===== config.mk =====
export PLATFORM = sky130hd
export DESIGN_NAME = mem_bank_arb
export DESIGN_NICKNAME = d
export VERILOG_FILES = /design/src/rtl/mem_bank_arb.sv
export SDC_FILE = /design/constraint.sdc
export NUM_CORES = 1
export LEC_CHECK = 0
export CAP_MARGIN = 0
export CORE_AREA = 2 2 224 226
export DETAILED_ROUTE_END_ITERATION = 10
export DIE_AREA = 0 0 226 228
export SKIP_CTS_REPAIR_TIMING = 1
export SLEW_MARGIN = 10
export SYNTH_ARGS = -nofsm -noshare
export SYNTH_HDL_FRONTEND = slang
export SYNTH_SLANG_ARGS = --single-unit
export TNS_END_PERCENT = 10

===== constraint.sdc =====
create_clock -name clk -period 2.05 [get_ports clk]
set_input_delay 0.3075 -clock clk [delete_from_list [all_inputs] [get_ports clk]]
set_output_delay 0.3075 -clock clk [all_outputs]
set_load 0.01 [all_outputs]

===== src/rtl/mem_bank_arb.sv =====
// mem_bank_arb: banked memory front-end joining the fetch port and the
// load/store port onto NUM_BANKS word-interleaved single-port SRAMs.
// Both ports are served in the same cycle when they hit different banks;
// a same-bank conflict goes to the data port by default.
// Optional feature macro: MEM_ARB_AGING_EN -- a saturating fetch stall counter
// that hands a conflicted bank to fetch after MAX_STALL consecutive losses.
// Reset (rst) is asynchronous and active-low; every ready is gated by it, so
// no SRAM access can start while it is asserted.
module mem_bank_arb #(
  parameter  int NUM_BANKS = 4,
  parameter  int ADDR_W    = 16,
  parameter  int DATA_W    = 32,
  parameter  int MAX_STALL = 3,
  localparam int BANK_W    = $clog2(NUM_BANKS),
  localparam int ROW_W     = ADDR_W - 2 - BANK_W,
  localparam int STRB_W    = DATA_W / 8
) (
  input  logic                          clk,
  input  logic                          rst,
  // fetch port
  input  logic                          i_req_valid,
  output logic                          i_req_ready,
  input  logic [ADDR_W-1:0]             i_req_addr,
  output logic                          i_rsp_valid,
  output logic [DATA_W-1:0]             i_rsp_data,
  // load/store port
  input  logic                          d_req_valid,
  output logic                          d_req_ready,
  input  logic                          d_req_we,
  input  logic [ADDR_W-1:0]             d_req_addr,
  input  logic [DATA_W-1:0]             d_req_wdata,
  input  logic [STRB_W-1:0]             d_req_wstrb,
  output logic                          d_rsp_valid,
  output logic [DATA_W-1:0]             d_rsp_data,
  // SRAM banks, flattened bank-major
  output logic [NUM_BANKS-1:0]          sram_ceb,
  output logic [NUM_BANKS-1:0]          sram_web,
  output logic [NUM_BANKS*DATA_W-1:0]   sram_bweb,
  output logic [NUM_BANKS*ROW_W-1:0]    sram_a,
  output logic [NUM_BANKS*DATA_W-1:0]   sram_di,
  input  logic [NUM_BANKS*DATA_W-1:0]   sram_do
);

  // Elaboration-time sanity checks on the configuration.
  if (NUM_BANKS < 2 || (NUM_BANKS & (NUM_BANKS - 1)) != 0) begin : g_bad_banks
    $error("mem_bank_arb: NUM_BANKS must be a power of 2 and at least 2");
  end
  if (DATA_W % 8 != 0) begin : g_bad_data_w
    $error("mem_bank_arb: DATA_W must be a whole number of bytes");
  end
  if (MAX_STALL < 1) begin : g_bad_stall
    $error("mem_bank_arb: MAX_STALL must be at least 1");
  end

  // ---------------------------------------------------------------------
  // Address decode: low word bits select the bank, the rest is the row.
  // ---------------------------------------------------------------------
  logic [BANK_W-1:0] i_bank;
  logic [BANK_W-1:0] d_bank;
  logic [ROW_W-1:0]  i_row;
  logic [ROW_W-1:0]  d_row;

  assign i_bank = i_req_addr[2 +: BANK_W];
  assign d_bank = d_req_addr[2 +: BANK_W];
  assign i_row  = i_req_addr[ADDR_W-1 -: ROW_W];
  assign d_row  = d_req_addr[ADDR_W-1 -: ROW_W];

  // Byte-offset bits are deliberately ignored: all accesses are word-aligned.
  logic unused_byte_offset;
  assign unused_byte_offset = ^{i_req_addr[1:0], d_req_addr[1:0]};

  // ---------------------------------------------------------------------
  // Arbitration
  // ---------------------------------------------------------------------
  logic conflict;
  logic i_wins;      // fetch takes the bank on a conflict this cycle
  logic i_grant;
  logic d_grant;
  logic d_wr_grant;
  logic d_rd_grant;

  assign conflict = i_req_valid && d_req_valid && (i_bank == d_bank);

`ifdef MEM_ARB_AGING_EN
  localparam int STALL_W = $clog2(MAX_STALL + 1);

  logic [STALL_W-1:0] i_stall_cnt_reg;
  logic [STALL_W-1:0] i_stall_cnt_next;
  logic               i_stall_sat;

  assign i_stall_sat = (i_stall_cnt_reg == STALL_W'(MAX_STALL));
  assign i_wins      = i_stall_sat;

  // Count consecutive lost fetch cycles; saturate, and clear once the fetch
  // goes through or is withdrawn.
  always_comb begin
    i_stall_cnt_next = i_stall_cnt_reg;
    if (!i_req_valid || i_req_ready) begin
      i_stall_cnt_next = '0;
    end else if (!i_stall_sat) begin
      i_stall_cnt_next = i_stall_cnt_reg + STALL_W'(1);
    end
  end

  // Stall counter register.
  always_ff @(posedge clk or negedge rst) begin
    if (!rst) begin
      i_stall_cnt_reg <= '0;
    end else begin
      i_stall_cnt_reg <= i_stall_cnt_next;
    end
  end
`else
  // Fixed priority: the data port always takes a conflicted bank.
  assign i_wins = 1'b0;
`endif

  // A port is only held off when it loses a same-bank conflict; an idle port
  // still sees ready. Both readies drop during reset.
  assign i_req_ready = rst && !(conflict && !i_wins);
  assign d_req_ready = rst && !(conflict &&  i_wins);

  assign i_grant    = i_req_valid && i_req_ready;
  assign d_grant    = d_req_valid && d_req_ready;
  assign d_wr_grant = d_grant &&  d_req_we;
  assign d_rd_grant = d_grant && !d_req_we;

  // ---------------------------------------------------------------------
  // Write byte enables -> active-low bit enables.
  // ---------------------------------------------------------------------
  logic [DATA_W-1:0] wr_bweb;

  for (genvar gi = 0; gi < STRB_W; gi++) begin : g_bweb
    assign wr_bweb[gi*8 +: 8] = {8{~d_req_wstrb[gi]}};
  end

  // ---------------------------------------------------------------------
  // Per-bank drive. At most one port is granted a given bank, so the two
  // selects are mutually exclusive.
  // ---------------------------------------------------------------------
  logic [DATA_W-1:0] bank_do [NUM_BANKS];

  for (genvar gi = 0; gi < NUM_BANKS; gi++) begin : g_bank
    logic i_sel;
    logic d_sel;
    logic d_wr_sel;

    assign i_sel    = i_grant && (i_bank == BANK_W'(gi));
    assign d_sel    = d_grant && (d_bank == BANK_W'(gi));
    assign d_wr_sel = d_sel && d_req_we;

    assign sram_ceb[gi]                   = ~(i_sel || d_sel);
    assign sram_web[gi]                   = ~d_wr_sel;
    assign sram_bweb[gi*DATA_W +: DATA_W] = d_wr_sel ? wr_bweb : '1;
    assign sram_di[gi*DATA_W +: DATA_W]   = d_wr_sel ? d_req_wdata : '0;
    assign sram_a[gi*ROW_W +: ROW_W]      = d_sel ? d_row :
                                            (i_sel ? i_row : '0);

    assign bank_do[gi] = sram_do[gi*DATA_W +: DATA_W];
  end

  // ---------------------------------------------------------------------
  // Response bookkeeping: remember which bank each granted read went to, so
  // the matching SRAM output can be steered back one cycle later.
  // ---------------------------------------------------------------------
  logic              i_rsp_vld_reg;
  logic              d_rsp_vld_reg;
  logic [BANK_W-1:0] i_rsp_bank_reg;
  logic [BANK_W-1:0] d_rsp_bank_reg;

  // Record grants; reset drops any response still in flight.
  always_ff @(posedge clk or negedge rst) begin
    if (!rst) begin
      i_rsp_vld_reg  <= 1'b0;
      d_rsp_vld_reg  <= 1'b0;
      i_rsp_bank_reg <= '0;
      d_rsp_bank_reg <= '0;
    end else begin
      i_rsp_vld_reg <= i_grant;
      d_rsp_vld_reg <= d_rd_grant;
      if (i_grant) begin
        i_rsp_bank_reg <= i_bank;
      end
      if (d_rd_grant) begin
        d_rsp_bank_reg <= d_bank;
      end
    end
  end

  assign i_rsp_valid = i_rsp_vld_reg;
  assign d_rsp_valid = d_rsp_vld_reg;

  // Data is forced to zero whenever no response is presented.
  assign i_rsp_data = i_rsp_vld_reg ? bank_do[i_rsp_bank_reg] : '0;
  assign d_rsp_data = d_rsp_vld_reg ? bank_do[d_rsp_bank_reg] : '0;

endmodule


=== Word level (Yosys, flattened, before mapping) ===
Cells that the tools add are included.

* Register bits after elaboration: 6
* Input bits: 201
* Output and inout port bits: 380
* Word-level logic and storage cells: 77

* $lt $le $gt $ge: 2
* Equality and inequality tests: 7
* Mux-type cells: 24
* Bitwise logic cells: 14
* Reductions and logical operators: 26

{| class="wikitable"
|+ Operators with widths
! operator !! count
|-
| $mux 32 || 14
|-
| $bmux 32 s2 || 2
|-
| $mux 12 || 8
|-
| $logic_and 1x1->1 || 18
|-
| $not 1->1 || 12
|-
| $eq 2x2->1 const B || 4
|-
| $ge 3x3->1 const B || 2
|-
| $not 2->3 || 2
|-
| $eq 2x1->1 const B || 2
|-
| $logic_not 2->1 || 2
|-
| $logic_or 1x1->1 || 4
|-
| $eq 2x2->1 || 1
|-
| $logic_not 1->1 || 2
|}

=== Logic depth before layout (Yosys ltp) ===
* Depth in word-level cells: 8
* Gate-level depth with buffers: 6
* Depth with buffers taken out: 3

=== Worst setup path before layout ===
OpenSTA, ideal clock, no wires.

* Kind: input -> output
* Start: input d_req_valid
* End: output sram_bweb[10]
* Arrival: 1.375 ns
* Path slack: 0.368 ns
* Stages on the path: 6
* Path buffers: 3
* Path through: buf_4 nand3b_1 nor2_4 buf_2 nand2_1 buf_4

* Word-level cells in the longest chain between the ends: 4

{| class="wikitable"
|+ RTL lines
! element !! line !! source
|-
| from (decl) || 27 || <nowiki>input logic d_req_valid,</nowiki>
|-
| $logic_and 1x1->1 || 124 || <nowiki>assign d_grant = d_req_valid && d_req_ready;</nowiki>
|-
| $logic_and 1x1->1 || 149 || <nowiki>assign d_sel = d_grant && (d_bank == BANK_W'(gi));</nowiki>
|-
| $logic_and 1x1->1 || 150 || <nowiki>assign d_wr_sel = d_sel && d_req_we;</nowiki>
|-
| $mux 32 || 154 || <nowiki>assign sram_bweb[gi*DATA_W +: DATA_W] = d_wr_sel ? wr_bweb : '1;</nowiki>
|-
| to (decl) || 38 || <nowiki>output logic [NUM_BANKS*DATA_W-1:0] sram_bweb,</nowiki>
|}

No other way between the ends.

=== Worst setup path in the final report ===
* Start: register i_rsp_bank_reg[0]
* End: output i_rsp_data[0]

* Word-level cells in the longest chain between the ends: 5

{| class="wikitable"
|+ RTL lines
! element !! line !! source
|-
| from (decl) || 168 || <nowiki>logic [BANK_W-1:0] i_rsp_bank_reg;</nowiki>
|-
| from (signal assigned) || 182 || <nowiki>i_rsp_bank_reg <= i_bank;</nowiki>
|-
| $not 2->3 (implied by the code) || 194 || <nowiki>assign i_rsp_data = i_rsp_vld_reg ? bank_do[i_rsp_bank_reg] : '0;</nowiki>
|-
| $bmux 32 s2 || 194 ||
|-
| $mux 32 (implied by the code) (2 in series) || 194 ||
|-
| $mux 32 || 194 ||
|-
| to (decl) || 25 || <nowiki>output logic [DATA_W-1:0] i_rsp_data,</nowiki>
|}

No other way between the ends. The select of a mux whose other input is x is not followed.

==> qor.txt <==
Outcome -> finished with violations
Violated checks -> setup timing
Area contributors post-synth -> mux4_2 27%, and2_1 24%, buf_4 18%, nand2_1 5.9%, o21ai_0 3.1%
Total wire length -> 29.3 mm
Setup TNS -> -4.50 ns
Vias -> 6,382
Syn Inst Count -> 599
Leakage -> 7.40 nW
Final worst-path cycle share -> 1.21
Seq/Total Area, Yosys -> 0.0301
Post-route core utilization -> 0.244
Layout area overhead -> 142%
Vias/cell -> 3.61
Net Count, Synth -> 800
Net Sw Frac -> 0.357
Detailed Place HPWL -> 23.0 mm
Seq pwr share -> 0.065
Post-synth cell types -> 45
First-pass GRT wire length -> 38.9 mm
WL per Instance -> 16.6 um
Post-route design area -> 12,100 sq um
Post-synth top area share -> 0.266
Fin. Hold Viols -> 0
Rel. slew slack -> 0.761
CTS tree -> built
Comb pwr share -> 0.820
EDFF count, synth -> 0
Layout Skew -> 0 ns
Die Footprint -> 51,500 sq um
Initial drt markers -> 221
Ys async rst share -> 1.00
Post-route ant nets -> 0
Largest net degree at the start of global routing -> 38
Final net count -> 1,298
Max Clk Rate -> 0.402 GHz
Int Pwr -> 1.77 mW
Drt pass-1 iters -> 5
Critical path class -> reg -> out
Hold Worst Slack -> 0.180 ns
Routability congestion estimate -> 0.835
CTS Sinks -> 6
Fin crit period -> 2.49 ns
Commonest non-fill, non-tap cell in the layout -> dlymetal6s2s_1
Max_cap viols -> 0
Placed inst area -> 11,100 sq um
PortBufs -> 576
Worst Path Arrival -> 2.18 ns
Tot GR Track Use -> 0.0974
Worst Path Max Fanout -> 7
Remaining Overflow, GRT -> 0
Overall Power -> 2.75 mW
PD cells -> 228 nW/um^2
Max Root-Sink Buffers -> 2
Die width -> 226 um
Nature of the critical path endpoint -> output pin
Core area -> 49,300 sq um
Clk_lat worst skew -> 0.23 ns
RSZ-0062 raised after global routing -> true
Row count -> 82
Count of final setup violators -> 44
Syn_area_per_cell -> 8.33 sq um
Clock power frac -> 0.115
NetSw -> 0.981 mW
Area leader, netlist -> mux4_2
Most frequent cells in the layout -> 315 x dlymetal6s2s_1, 206 x clkdlybuf4s50_1, 178 x and2_1
Initial core utilization -> 0.101
Ys flop type -> dfrtp_1
Share of cells above drive strength 1 -> 0.245
Slew Viols, Final -> 0
Initial antenna violation count -> 3
Tightest Pin Transition -> 0.356 ns
Crit start category -> flip-flop
Synth Register Bits -> 6
Critical Path RT -> 1.74 ns
Final worst setup slack -> -0.436 ns
TritonCTS Buffers -> 3
Worst hold path type -> in -> async
Worst VDD drop -> 198 uV
Critical path's largest stage delay -> 0.71 ns
# H-tree levels -> 1
DRC violations left -> 0
Total I/O pin count -> 581
Synth warn -> 0
Clock-pin slew on the worst setup and hold paths -> 0.03 ns
CP cell instances -> mux4_1 > and2_1 > clkdlybuf4s50_1
Mapped cell area -> 4990 sq um
Clock Tree Root -> clkbuf_16
Max stage delay cell, worst path -> mux4_1
Die Y -> 228 um
Vias in the first global route -> 6,510
==> synth_stat cells, types with 2 or more instances <==
cell / number
and2_1: 192
buf_4: 119
nand2_1: 78
mux4_2: 59
o21ai_0: 31
buf_2: 16
o21ai_2: 10
clkbuf_1: 9
clkbuf_2: 8
o21ai_1: 7
buf_12: 6
dfrtp_1: 6
inv_1: 6
mux4_1: 5
buf_6: 4
nor2_4: 4
nor2_1: 3
o21ba_2: 3
a211o_1: 2
a21boi_0: 2
a21oi_1: 2
and4b_1: 2
mux2_2: 2
nand2_2: 2
==> logic make-up (layout without fill, tap and decap cells) <==
group	after synthesis	in the layout	synth area share
compound gates	63	63	0.0862
xor+xnor	2	2	0.00351
buf+inv	169	665	0.248
flops	6	6	0.0301
mux	66	66	0.297
other cells	0	2	0
simple gates	293	293	0.335
==> cell type report <==
| cell class | count | area [sq um] |
|---|---|---|
| antenna | 2 | 5.00 |
| clock buffer | 3 | 75.1 |
| fill | 5304 | 37300 |
| inverter | 7 | 26.3 |
| multi-input combinational | 424 | 3710 |
| sequential | 6 | 155 |
| tap | 672 | 841 |
| timing repair buffer | 655 | 7250 |
==> power groups by stage <==
stage | combinational (mW) | clock (mW) | sequential, mW
after global placement | 2.24 | 0 | 0.173
after floorplan | 1.17 | 0 | 0.144
after CTS | 2.26 | 0.327 | 0.173
after global routing | 2.39 | 0.340 | 0.186
after detailed placement | 2.26 | 0 | 0.174
final | 2.26 | 0.315 | 0.180
==> layer usage <==
layer / GRT usage / wire length, um
met5: 0 / 0
met4: 0.0381 / 854
met3: 0.0304 / 2960
met2: 0.171 / 14600
met1: 0.109 / 10900
==> worst paths after layout <==
| kind | endpoint | slack, ns | startpoint | cells after the start |
|---|---|---|---|---|
| max | i_rsp_data[0] | -0.44 | i_rsp_bank_reg[0] | 3 |
| min | i_rsp_valid | 0.18 | rst | 3 |
| max reg2reg | i_rsp_bank_reg[0] | 0.51 | i_rsp_bank_reg[0] | 5 |
| min reg2reg | i_rsp_bank_reg[1] | 0.74 | i_rsp_bank_reg[1] | 2 |
| max in group asynchronous | i_rsp_bank_reg[1] | 1.74 | rst | 3 |
| min in group clk | d_rsp_valid | 0.63 | d_req_we | 3 |
==> stage by stage <==
stage	setup WS, ns	std cells
global route	-0.480	1769
global placement	-0.883	1753
detailed placement	-0.898	1753
CTS	-0.918	1756
finish	-0.436	1769
floorplan	0.368	599
==> worst max-delay path, delay by kind of cell (launching register included) <==
| kind | cells | cell delay [ns] |
|---|---|---|
| muxes | 1 | 0.71 |
| DFF | 1 | 0.55 |
| and+or+nand+nor | 1 | 0.21 |
| buffers and inverters | 1 | 0.47 |
Power figures use the tool's default switching activity.
